## src/rtl/rv_pkg.sv

```systemverilog
// Shared types and encodings for the RV32I decode stage: ALU ops, operand
// selects, immediate formats, opcodes and the registered decode bundle.
package rv_pkg;

  localparam int RV_XLEN     = 32;
  localparam int RV_ALU_OP_W = 4;

  localparam logic [6:0] OPC_R      = 7'b0110011;
  localparam logic [6:0] OPC_I_ALU  = 7'b0010011;
  localparam logic [6:0] OPC_LOAD   = 7'b0000011;
  localparam logic [6:0] OPC_STORE  = 7'b0100011;
  localparam logic [6:0] OPC_BRANCH = 7'b1100011;
  localparam logic [6:0] OPC_JAL    = 7'b1101111;
  localparam logic [6:0] OPC_JALR   = 7'b1100111;
  localparam logic [6:0] OPC_LUI    = 7'b0110111;
  localparam logic [6:0] OPC_AUIPC  = 7'b0010111;

  typedef enum logic [RV_ALU_OP_W-1:0] {
    ALU_ADD  = 4'd0,
    ALU_SUB  = 4'd1,
    ALU_AND  = 4'd2,
    ALU_OR   = 4'd3,
    ALU_XOR  = 4'd4,
    ALU_SLL  = 4'd5,
    ALU_SRL  = 4'd6,
    ALU_SRA  = 4'd7,
    ALU_SLT  = 4'd8,
    ALU_SLTU = 4'd9
  } alu_op_e;

  typedef enum logic [1:0] {
    OP1_RS1  = 2'd0,
    OP1_PC   = 2'd1,
    OP1_ZERO = 2'd2
  } op1_sel_e;

  typedef enum logic [2:0] {
    IMM_I = 3'd0,
    IMM_S = 3'd1,
    IMM_B = 3'd2,
    IMM_U = 3'd3,
    IMM_J = 3'd4
  } imm_type_e;

  typedef struct packed {
    logic [RV_XLEN-1:0] pc;
    alu_op_e            alu_op;
    op1_sel_e           op1_sel;
    logic               op2_sel;
    logic [RV_XLEN-1:0] imm;
    logic [4:0]         rs1_addr;
    logic [4:0]         rs2_addr;
    logic [4:0]         rd_addr;
    logic               reg_write;
    logic               mem_read;
    logic               mem_write;
    logic               branch;
    logic               jump;
    logic [2:0]         funct3;
    logic               illegal;
  } decode_bundle_t;

  // alt selects SUB on 000 (R-type only) and SRA on 101
  function automatic alu_op_e alu_from_f3(input logic [2:0] f3, input logic alt);
    case (f3)
      3'b000:  return alt ? ALU_SUB : ALU_ADD;
      3'b001:  return ALU_SLL;
      3'b010:  return ALU_SLT;
      3'b011:  return ALU_SLTU;
      3'b100:  return ALU_XOR;
      3'b101:  return alt ? ALU_SRA : ALU_SRL;
      3'b110:  return ALU_OR;
      default: return ALU_AND;
    endcase
  endfunction

endpackage

```

## src/rtl/rv_imm_gen.sv

```systemverilog
// Combinational immediate extraction for the I/S/B/U/J formats; every format
// is sign-extended from instr[31].
module rv_imm_gen
  import rv_pkg::*;
(
  input  logic [31:0]        instr,
  input  imm_type_e          imm_type,
  output logic [RV_XLEN-1:0] imm
);

  always_comb begin
    case (imm_type)
      IMM_S:   imm = {{20{instr[31]}}, instr[31:25], instr[11:7]};
      IMM_B:   imm = {{19{instr[31]}}, instr[31], instr[7], instr[30:25], instr[11:8], 1'b0};
      IMM_U:   imm = {instr[31:12], 12'b0};
      IMM_J:   imm = {{11{instr[31]}}, instr[31], instr[19:12], instr[20], instr[30:21], 1'b0};
      default: imm = {{20{instr[31]}}, instr[31:20]};
    endcase
  end

endmodule

```

## src/rtl/rv_decode_stage.sv

```systemverilog
// RV32I decode stage: decodes the fetched instruction and registers the bundle
// behind a valid/ready handshake. Define DECODE_SKID_BUFFER_EN for a registered if_ready.
module rv_decode_stage
  import rv_pkg::*;
#(
  parameter int XLEN     = RV_XLEN,
  parameter int ALU_OP_W = RV_ALU_OP_W
) (
  input  logic                clk,
  input  logic                reset_n,
  input  logic                flush,
  input  logic                if_valid,
  output logic                if_ready,
  input  logic [31:0]         if_instr,
  input  logic [XLEN-1:0]     if_pc,
  output logic                id_valid,
  input  logic                id_ready,
  output logic [XLEN-1:0]     id_pc,
  output logic [ALU_OP_W-1:0] alu_op,
  output logic [1:0]          op1_sel,
  output logic                op2_sel,
  output logic [XLEN-1:0]     imm,
  output logic [4:0]          rs1_addr,
  output logic [4:0]          rs2_addr,
  output logic [4:0]          rd_addr,
  output logic                reg_write,
  output logic                mem_read,
  output logic                mem_write,
  output logic                branch,
  output logic                jump,
  output logic [2:0]          funct3,
  output logic                illegal
);

  logic [6:0]         opcode;
  logic [2:0]         f3;
  logic [6:0]         f7;
  imm_type_e          imm_type;
  logic [RV_XLEN-1:0] imm_val;
  decode_bundle_t     dec;
  logic               bad;
  logic               accept;

  assign opcode = if_instr[6:0];
  assign f3     = if_instr[14:12];
  assign f7     = if_instr[31:25];

  always_comb begin
    case (opcode)
      OPC_STORE:          imm_type = IMM_S;
      OPC_BRANCH:         imm_type = IMM_B;
      OPC_LUI, OPC_AUIPC: imm_type = IMM_U;
      OPC_JAL:            imm_type = IMM_J;
      default:            imm_type = IMM_I;
    endcase
  end

  rv_imm_gen u_imm_gen (
    .instr    (if_instr),
    .imm_type (imm_type),
    .imm      (imm_val)
  );

  always_comb begin
    dec          = '0;
    dec.pc       = if_pc;
    dec.imm      = imm_val;
    dec.rs1_addr = if_instr[19:15];
    dec.rs2_addr = if_instr[24:20];
    dec.rd_addr  = if_instr[11:7];
    dec.funct3   = f3;
    dec.alu_op   = ALU_ADD;
    dec.op1_sel  = OP1_RS1;
    bad          = 1'b0;
    case (opcode)
      OPC_R: begin
        dec.reg_write = 1'b1;
        dec.alu_op    = alu_from_f3(f3, f7[5]);
        bad = !((f7 == 7'h00) || (f7 == 7'h20 && (f3 == 3'b000 || f3 == 3'b101)));
      end
      OPC_I_ALU: begin
        dec.reg_write = 1'b1;
        dec.op2_sel   = 1'b1;
        // funct7 only matters for shifts, where the upper imm bits select SRA
        dec.alu_op    = alu_from_f3(f3, (f3 == 3'b101) && f7[5]);
        if (f3 == 3'b001) bad = (f7 != 7'h00);
        if (f3 == 3'b101) bad = (f7 != 7'h00) && (f7 != 7'h20);
      end
      OPC_LOAD: begin
        dec.mem_read  = 1'b1;
        dec.reg_write = 1'b1;
        dec.op2_sel   = 1'b1;
      end
      OPC_STORE: begin
        dec.mem_write = 1'b1;
        dec.op2_sel   = 1'b1;
      end
      OPC_BRANCH: begin
        dec.branch = 1'b1;
        case (f3[2:1])
          2'b00:   dec.alu_op = ALU_SUB;
          2'b10:   dec.alu_op = ALU_SLT;
          2'b11:   dec.alu_op = ALU_SLTU;
          default: bad = 1'b1;
        endcase
      end
      OPC_JAL: begin
        dec.jump      = 1'b1;
        dec.reg_write = 1'b1;
        dec.op1_sel   = OP1_PC;
        dec.op2_sel   = 1'b1;
      end
      OPC_JALR: begin
        dec.jump      = 1'b1;
        dec.reg_write = 1'b1;
        dec.op2_sel   = 1'b1;
        bad = (f3 != 3'b000);
      end
      OPC_LUI: begin
        dec.reg_write = 1'b1;
        dec.op1_sel   = OP1_ZERO;
        dec.op2_sel   = 1'b1;
      end
      OPC_AUIPC: begin
        dec.reg_write = 1'b1;
        dec.op1_sel   = OP1_PC;
        dec.op2_sel   = 1'b1;
      end
      default: bad = 1'b1;
    endcase
    if (if_instr[1:0] != 2'b11) bad = 1'b1;
    // illegal instructions still flow down the pipe, but as a side-effect-free NOP
    if (bad) begin
      dec.reg_write = 1'b0;
      dec.mem_read  = 1'b0;
      dec.mem_write = 1'b0;
      dec.branch    = 1'b0;
      dec.jump      = 1'b0;
      dec.alu_op    = ALU_ADD;
    end
    dec.illegal = bad;
  end

  logic           valid_q, valid_d;
  decode_bundle_t bundle_q, bundle_d;

  assign accept = if_valid && if_ready;

`ifdef DECODE_SKID_BUFFER_EN
  logic           skid_valid_q, skid_valid_d;
  decode_bundle_t skid_q, skid_d;
  logic           ready_q, ready_d;

  assign if_ready = ready_q;

  // ready is low only while the skid entry is occupied, so a refill from skid never races an accept
  always_comb begin
    valid_d      = valid_q;
    bundle_d     = bundle_q;
    skid_valid_d = skid_valid_q;
    skid_d       = skid_q;
    if (flush) begin
      valid_d      = 1'b0;
      skid_valid_d = 1'b0;
    end else if (!valid_q || id_ready) begin
      if (skid_valid_q) begin
        valid_d      = 1'b1;
        bundle_d     = skid_q;
        skid_valid_d = 1'b0;
      end else if (accept) begin
        valid_d  = 1'b1;
        bundle_d = dec;
      end else begin
        valid_d = 1'b0;
      end
    end else if (accept) begin
      skid_valid_d = 1'b1;
      skid_d       = dec;
    end
    ready_d = !skid_valid_d;
  end

  always_ff @(posedge clk or negedge reset_n) begin
    if (!reset_n) begin
      skid_valid_q <= 1'b0;
      skid_q       <= '0;
      ready_q      <= 1'b1;
    end else begin
      skid_valid_q <= skid_valid_d;
      skid_q       <= skid_d;
      ready_q      <= ready_d;
    end
  end
`else
  assign if_ready = !valid_q || id_ready;

  always_comb begin
    valid_d  = valid_q;
    bundle_d = bundle_q;
    if (flush) begin
      valid_d = 1'b0;
    end else if (accept) begin
      valid_d  = 1'b1;
      bundle_d = dec;
    end else if (id_ready) begin
      valid_d = 1'b0;
    end
  end
`endif

  always_ff @(posedge clk or negedge reset_n) begin
    if (!reset_n) begin
      valid_q  <= 1'b0;
      bundle_q <= '0;
    end else begin
      valid_q  <= valid_d;
      bundle_q <= bundle_d;
    end
  end

  assign id_valid  = valid_q;
  assign id_pc     = bundle_q.pc;
  assign alu_op    = bundle_q.alu_op;
  assign op1_sel   = bundle_q.op1_sel;
  assign op2_sel   = bundle_q.op2_sel;
  assign imm       = bundle_q.imm;
  assign rs1_addr  = bundle_q.rs1_addr;
  assign rs2_addr  = bundle_q.rs2_addr;
  assign rd_addr   = bundle_q.rd_addr;
  assign reg_write = bundle_q.reg_write;
  assign mem_read  = bundle_q.mem_read;
  assign mem_write = bundle_q.mem_write;
  assign branch    = bundle_q.branch;
  assign jump      = bundle_q.jump;
  assign funct3    = bundle_q.funct3;
  assign illegal   = bundle_q.illegal;

endmodule

```

## config.mk

```make
export PLATFORM = sky130hd
export DESIGN_NAME = rv_decode_stage
export DESIGN_NICKNAME = d
export VERILOG_FILES = /design/src/rtl/rv_pkg.sv /design/src/rtl/rv_imm_gen.sv /design/src/rtl/rv_decode_stage.sv
export SDC_FILE = /design/constraint.sdc
export NUM_CORES = 1
export LEC_CHECK = 0
export CAP_MARGIN = 30
export CORE_MARGIN = 2
export CORE_UTILIZATION = 47
export DETAILED_ROUTE_END_ITERATION = 16
export PLACE_DENSITY = 0.87
export SLEW_MARGIN = 20
export SYNTH_ARGS = -nofsm -noshare
export SYNTH_HDL_FRONTEND = slang
export SYNTH_SLANG_ARGS = --single-unit
```

## constraint.sdc

```tcl
create_clock -name clk -period 3.85 [get_ports clk]
set_input_delay 0.5775 -clock clk [delete_from_list [all_inputs] [get_ports clk]]
set_output_delay 0.5775 -clock clk [all_outputs]
set_load 0.01 [all_outputs]
```

# --- Word level (Yosys, flattened, before mapping) ---
# Index checks and enable logic that the tools add are counted.
word_totals:
  register_bits: 96
  latchBits: 0
  mem_bits_rw: 0
  mem_bits_ro: 0
  inputBits: 69
  output_inout_bits: 97
  mem_count: 0
classes:
  n_addsub: 0
  mul: 0
  div: 0
  magnitude_cmp: 0
  n_eq_ne: 24
  n_shift: 0
  mux: 27
  bitwise_logic: 1
  n_reduce_logical: 23
ops:
  columns: ["op", "n"]
  rows:
  - ["one-hot mux 31 bit (4 select lines)", 1]
  - ["one-hot mux 4 bit (7 select lines)", 2]
  - ["== test 7 x 6 -> 1 bit (second input constant)", 4]
  - ["one-hot mux 4 bit (3 select lines)", 2]
  - ["== test 7 bit (second input constant)", 3]
  - ["2-to-1 mux 1 bit", 17]
  - ["== test 7 x 5 -> 1 bit (second input constant)", 2]
  - ["OR reduction 7 bit", 2]
  - ["== test 3 x 2 -> 1 bit (second input constant)", 4]
  - ["== test 3 bit (second input constant)", 4]
  - ["one-hot mux 3 bit (4 select lines)", 1]
  - ["== test 7 x 2 -> 1 bit (second input constant)", 1]
  - ["zero test 7 bit", 1]
  - ["!= test 7 x 6 -> 1 bit (second input constant)", 1]
  - ["nonzero test 7 bit", 1]
  - ["== test 3 x 1 -> 1 bit (second input constant)", 2]
  - ["nonzero test 3 bit", 2]
  - ["OR reduction 2 bit", 3]
  - ["2-to-1 mux 5 bit", 1]
  - ["one-hot mux 1 bit (5 select lines)", 1]
  - ["OR reduction 5 bit", 1]
  - ["== test 2 bit (second input constant)", 2]
  - ["logical AND 1 bit", 4]
  - ["2-to-1 mux 4 bit", 1]
  - ["9 further kinds", 12]

# --- Longest topological paths before layout ---
depth:
  word_depth: 8
  ltp_mapped: 7

# --- Hierarchy ---
# From an unflattened synthesis, not the netlist that was laid out.
unflattened:
  hier_cells: 537
  area_unflattened_um2: 4595.7
modules_own_cells:
  columns: ["module", "instances", "cells_per_inst", "area_per_inst_um2", "seq_area_each_um2"]
  rows:
  - ["rv_decode_stage", 1, 447, 4003.8, 2402.3]
  - ["rv_imm_gen", 1, 90, 591.8, 0.0]

# --- Least setup slack after synthesis ---
# No wires, ideal clock.
synth_path:
  path_kind: "input to register"
  start: "input if_instr[26]"
  end: "register bundle_q (netlist bit alu_op[0])"
  setup_time_ps: 68
  arrival_ps: 2160
  slack_ps: 1623
  path_stages: 5
  path_cell_list: "or4_4 > a2111oi_4 > o41ai_2 > nor4_4 > a32o_1"
synth_between:
  elab_chain_cells: 7
  elab_cells_between_ends: 13
  cone_classes: "eq/ne (2); mux (5); reduce/logical (6)"
synth_lines:
  columns: ["item", "line", "rtl"]
  rows:
  - ["start: declaration", "rv_decode_stage.sv:14", "input logic [31:0] if_instr,"]
  - ["== test 7 x 6 -> 1 bit", "rv_decode_stage.sv:79", "bad = !((f7 == 7'h00) || (f7 == 7'h20 && (f3 == 3'b000 || f3 == 3'b101)));"]
  - ["logical AND 1 bit", "rv_decode_stage.sv:79", null]
  - ["logical OR 1 bit", "rv_decode_stage.sv:79", null]
  - ["zero test 1 bit", "rv_decode_stage.sv:79", null]
  - ["one-hot mux 1 bit (5 select lines) *", "rv_decode_stage.sv:75", "case (opcode)"]
  - ["2-to-1 mux 1 bit *", "rv_decode_stage.sv:131", "if (if_instr[1:0] != 2'b11) bad = 1'b1;"]
  - ["2-to-1 mux 4 bit *", "rv_decode_stage.sv:133", "if (bad) begin"]
  - ["end signal: assignment", "rv_decode_stage.sv:217", "bundle_q <= bundle_d;"]
  - ["end: declaration", "rv_decode_stage.sv:145", "decode_bundle_t bundle_q, bundle_d;"]
# Every way passes the cells marked *; elsewhere a longest branch is shown, timed or not.
# A chain may end at the register's enable or synchronous reset.

# --- Worst setup path in the final report ---
layout_path:
  start: "input if_instr[31]"
  end: "register bundle_q (netlist bit mem_read)"
layout_between:
  elab_chain_cells: 7
  elab_cells_between_ends: 13
  cone_classes: "eq/ne (2); mux (5); reduce/logical (6)"
layout_lines:
  columns: ["item", "line"]
  rows:
  - ["== test 7 x 6 -> 1 bit", "rv_decode_stage.sv:79"]
  - ["logical AND 1 bit", "rv_decode_stage.sv:79"]
  - ["logical OR 1 bit", "rv_decode_stage.sv:79"]
  - ["zero test 1 bit", "rv_decode_stage.sv:79"]
  - ["one-hot mux 1 bit (5 select lines) *", "rv_decode_stage.sv:75"]
  - ["2-to-1 mux 1 bit *", "rv_decode_stage.sv:131"]
  - ["2-to-1 mux 5 bit *", "rv_decode_stage.sv:133"]
# Marked as above.

==> impl_metrics.json <==
{
  "crit_required_ps": 4150,
  "grt.overflow.total": 0,
  "syn_area_mm2": 0.00417,
  "grt_pass1_wl_um": 18600,
  "grt_max_degree": 71,
  "cp-end-kind": "flop",
  "clockBufferDepth": 2,
  "clk_pin_slew_ps": 90,
  "cts.repair.resized": 0,
  "fin_setup_tns_ps": 0,
  "clkSinkCount": 96,
  "utilization_pct": 70.9,
  "syn_avg_cell_area_um2": 8.92,
  "fp.dieH_um": 98.2,
  "remaining_drc_errors": 0,
  "grt_usage_pct": 23.8,
  "pwr_density_cell_mw_per_mm2": 412,
  "setup_viol": 0,
  "io_buffers": 165,
  "area_growth_pct": 47.4,
  "core_region_area_mm2": 0.00868,
  "avgRoutedWirePerCell_um": 15.4,
  "diodes": 0,
  "drive_above_1_share_pct": 5.24,
  "clock_skew_ps": 9.96,
  "crit_arrival_ps": 2940,
  "synthCells": 468,
  "rows": 34,
  "hold_path.class": "in2async",
  "clk_latency_ps": 360,
  "maxSlewHeadroom_pct": 42.2,
  "clockRootBuffer": "clkbuf_8",
  "routed_via_density": 5.25,
  "synth_seq_cells": 96,
  "cts_made_buffers": 9,
  "htreeDepth": 3,
  "synth_nets": 540,
  "leakage_nw": 2.79,
  "yosysWarnings": 0,
  "drt-initial-drc-count": 146,
  "vdd_drop_max_uv": 245,
  "final.period_utilization_pct": 68.5,
  "fmax_ghz": 0.379,
  "cts_tree": "built",
  "drv_slew": 0,
  "ios": 166,
  "maxCapViolations": 0,
  "num_vias": 3871,
  "holdBufCountCts": 0,
  "gp_congestion": 0.857,
  "hpwl_um": 8310,
  "worst_slew_pin_slew_ps": 863,
  "status": "finished clean",
  "first_pass_iters": 4,
  "die_w_um": 98.2,
  "period_needed_ps": 2640,
  "num-nets-final": 697,
  "antenna_found_initial": 0,
  "ys_types": 38,
  "rsz0062_at_grt": "false",
  "hold_viol_final": 0,
  "seq_area_frac_synth_pct": 57.6,
  "routed_wl_um": 11400,
  "ant_nets": 0,
  "initial_core_util_pct": 48.1,
  "critPathMaxFanout": 8,
  "postCtsSetupBuffers": 0,
  "path_class": "in2reg",
  "critPathLaunchType": "input pin",
  "grt_pass1_vias": 3810,
  "die-area_mm2": 0.00965
}
path summary, 6_finish.rpt:
| path | startpoint | to | slack (ps) | cells past startpoint |
|---|---|---|---|---|
| hold reg to reg | imm[7]$_DFFE_PN0P_ | imm[7]$_DFFE_PN0P_ | 470 | 2 |
| hold / removal | reset_n | id_pc[5]$_DFFE_PN0P_ | 60 | 1 |
| max in group asynchronous | reset_n | imm[3]$_DFFE_PN0P_ | 3180 | 2 |
| min in group clk | imm[7]$_DFFE_PN0P_ | imm[7]$_DFFE_PN0P_ | 470 | 2 |
| setup / recovery | if_instr[31] | mem_read$_DFFE_PN0P_ | 1210 | 6 |
| setup reg to reg | id_valid$_DFFE_PN0P_ | mem_read$_DFFE_PN0P_ | 1990 | 6 |
placed cells by master (no fill, tap or decap), types with 2 or more instances in the layout:
cell type and n:
a21oi_1 27, a22o_1 3, a31oi_1 8, a32o_1 6
buf_4 9, clkbuf_8 10, clkdlybuf4s50_1 164, clkinv_4 2
dfrtp_1 96, ha_1 3, inv_1 5, nand2_1 193
nand2b_1 5, nand3_1 10, nand3b_1 4, nand4_1 2
nor2_1 18, nor2b_1 4, nor3_1 4, nor4_1 2
o21ai_0 29, o31ai_1 2
per-layer routing:
layer	routed length, µm	vias to the layer above	track usage (%)
met5	0	-	0
met2	5450	151	38.8
met4	267	0	9.80
met3	824	22	4.80
met1	4820	1834	31.5
li1	-	1864	-
worst max-delay path, stage by stage:
cell and delay [ps]:
clkdlybuf4s50_1 520, or4_4 590, a2111oi_4 360, o41ai_2 170
nor4_4 460, a32o_1 250
flip-flops by register name, summed over array words and instances, names as in the netlist, 2 cells and up:
signal,flops
funct3,3
op1_sel,2
rd_addr,5
id_pc,32
rs1_addr,5
alu_op,4
imm,32
rs2_addr,5
cells in the mapped netlist, drive strengths merged:
library cell | n | share of area, %
o21ai | 29 | 3.5
o31a | 1 | 0.21
a311o | 1 | 0.24
o311ai | 1 | 0.21
nand4b | 1 | 0.21
o41a | 1 | 0.27
nand3 | 10 | 1.2
or4 | 1 | 0.27
a32o | 6 | 1.4
ha | 3 | 0.90
and3 | 1 | 0.15
or3b | 1 | 0.21
or2 | 1 | 0.15
nor2b | 4 | 0.60
a22o | 3 | 0.63
clkbuf | 24 | 2.2
dfrtp | 96 | 58
o41ai | 1 | 0.39
inv | 5 | 0.45
nor3 | 4 | 0.48
buf | 4 | 0.36
nand2b | 5 | 0.75
nand2 | 193 | 17
nor4 | 3 | 0.81
a21oi | 27 | 3.2
and2 | 1 | 0.15
o32ai | 1 | 0.21
nor3b | 2 | 0.36
mux2 | 1 | 0.27
a2111o | 1 | 0.27
a31oi | 8 | 1.2
or3 | 1 | 0.15
nor2 | 18 | 1.6
o31ai | 2 | 0.36
a2111oi | 1 | 0.66
nand3b | 4 | 0.72
nand4 | 2 | 0.30
power by group:
part	leakage (nW)	switching (W)	internal [W]
clock network	0.100	0.000359	0.000323
registers	1.20	0.0000688	0.00114
logic	1.49	0.000294	0.000352
total	2.79	0.000722	0.00181
cell type report:
class	instances	area [µm²]
clock inverter	5	63.8
multi-input combinational	339	1650
fill	645	2530
inverter	5	18.8
sequential	96	2400
clock buffer	11	141
tap	108	135
timing repair buffer	174	1740
cells by family (layout without fill, tap and decap cells):
kind of cell	after synthesis	in the layout	share of synthesized area, %
muxes	1	1	0.270
AOI/OAI and AO/OA	83	83	12.8
and+or+nand+nor	252	252	25.5
adders and majority gates	3	3	0.900
buffers and inverters	33	195	2.97
DFF	96	96	57.6
stage by stage:
step                      instances  hold WS (ps)  instance area [µm²]  total power [W]  setup WS [ps]
after global routing            738          57.0                 6150          0.00266           1070
final                           738          59.2                 6150          0.00253           1210
after floorplan                 468           282                 4170          0.00145           1620
after CTS                       737           357                 6120          0.00255           1210
after detailed placement        721           456                 5920          0.00187            821
after global placement          721           449                 5920          0.00185            934
Power figures use the tool's default switching activity.
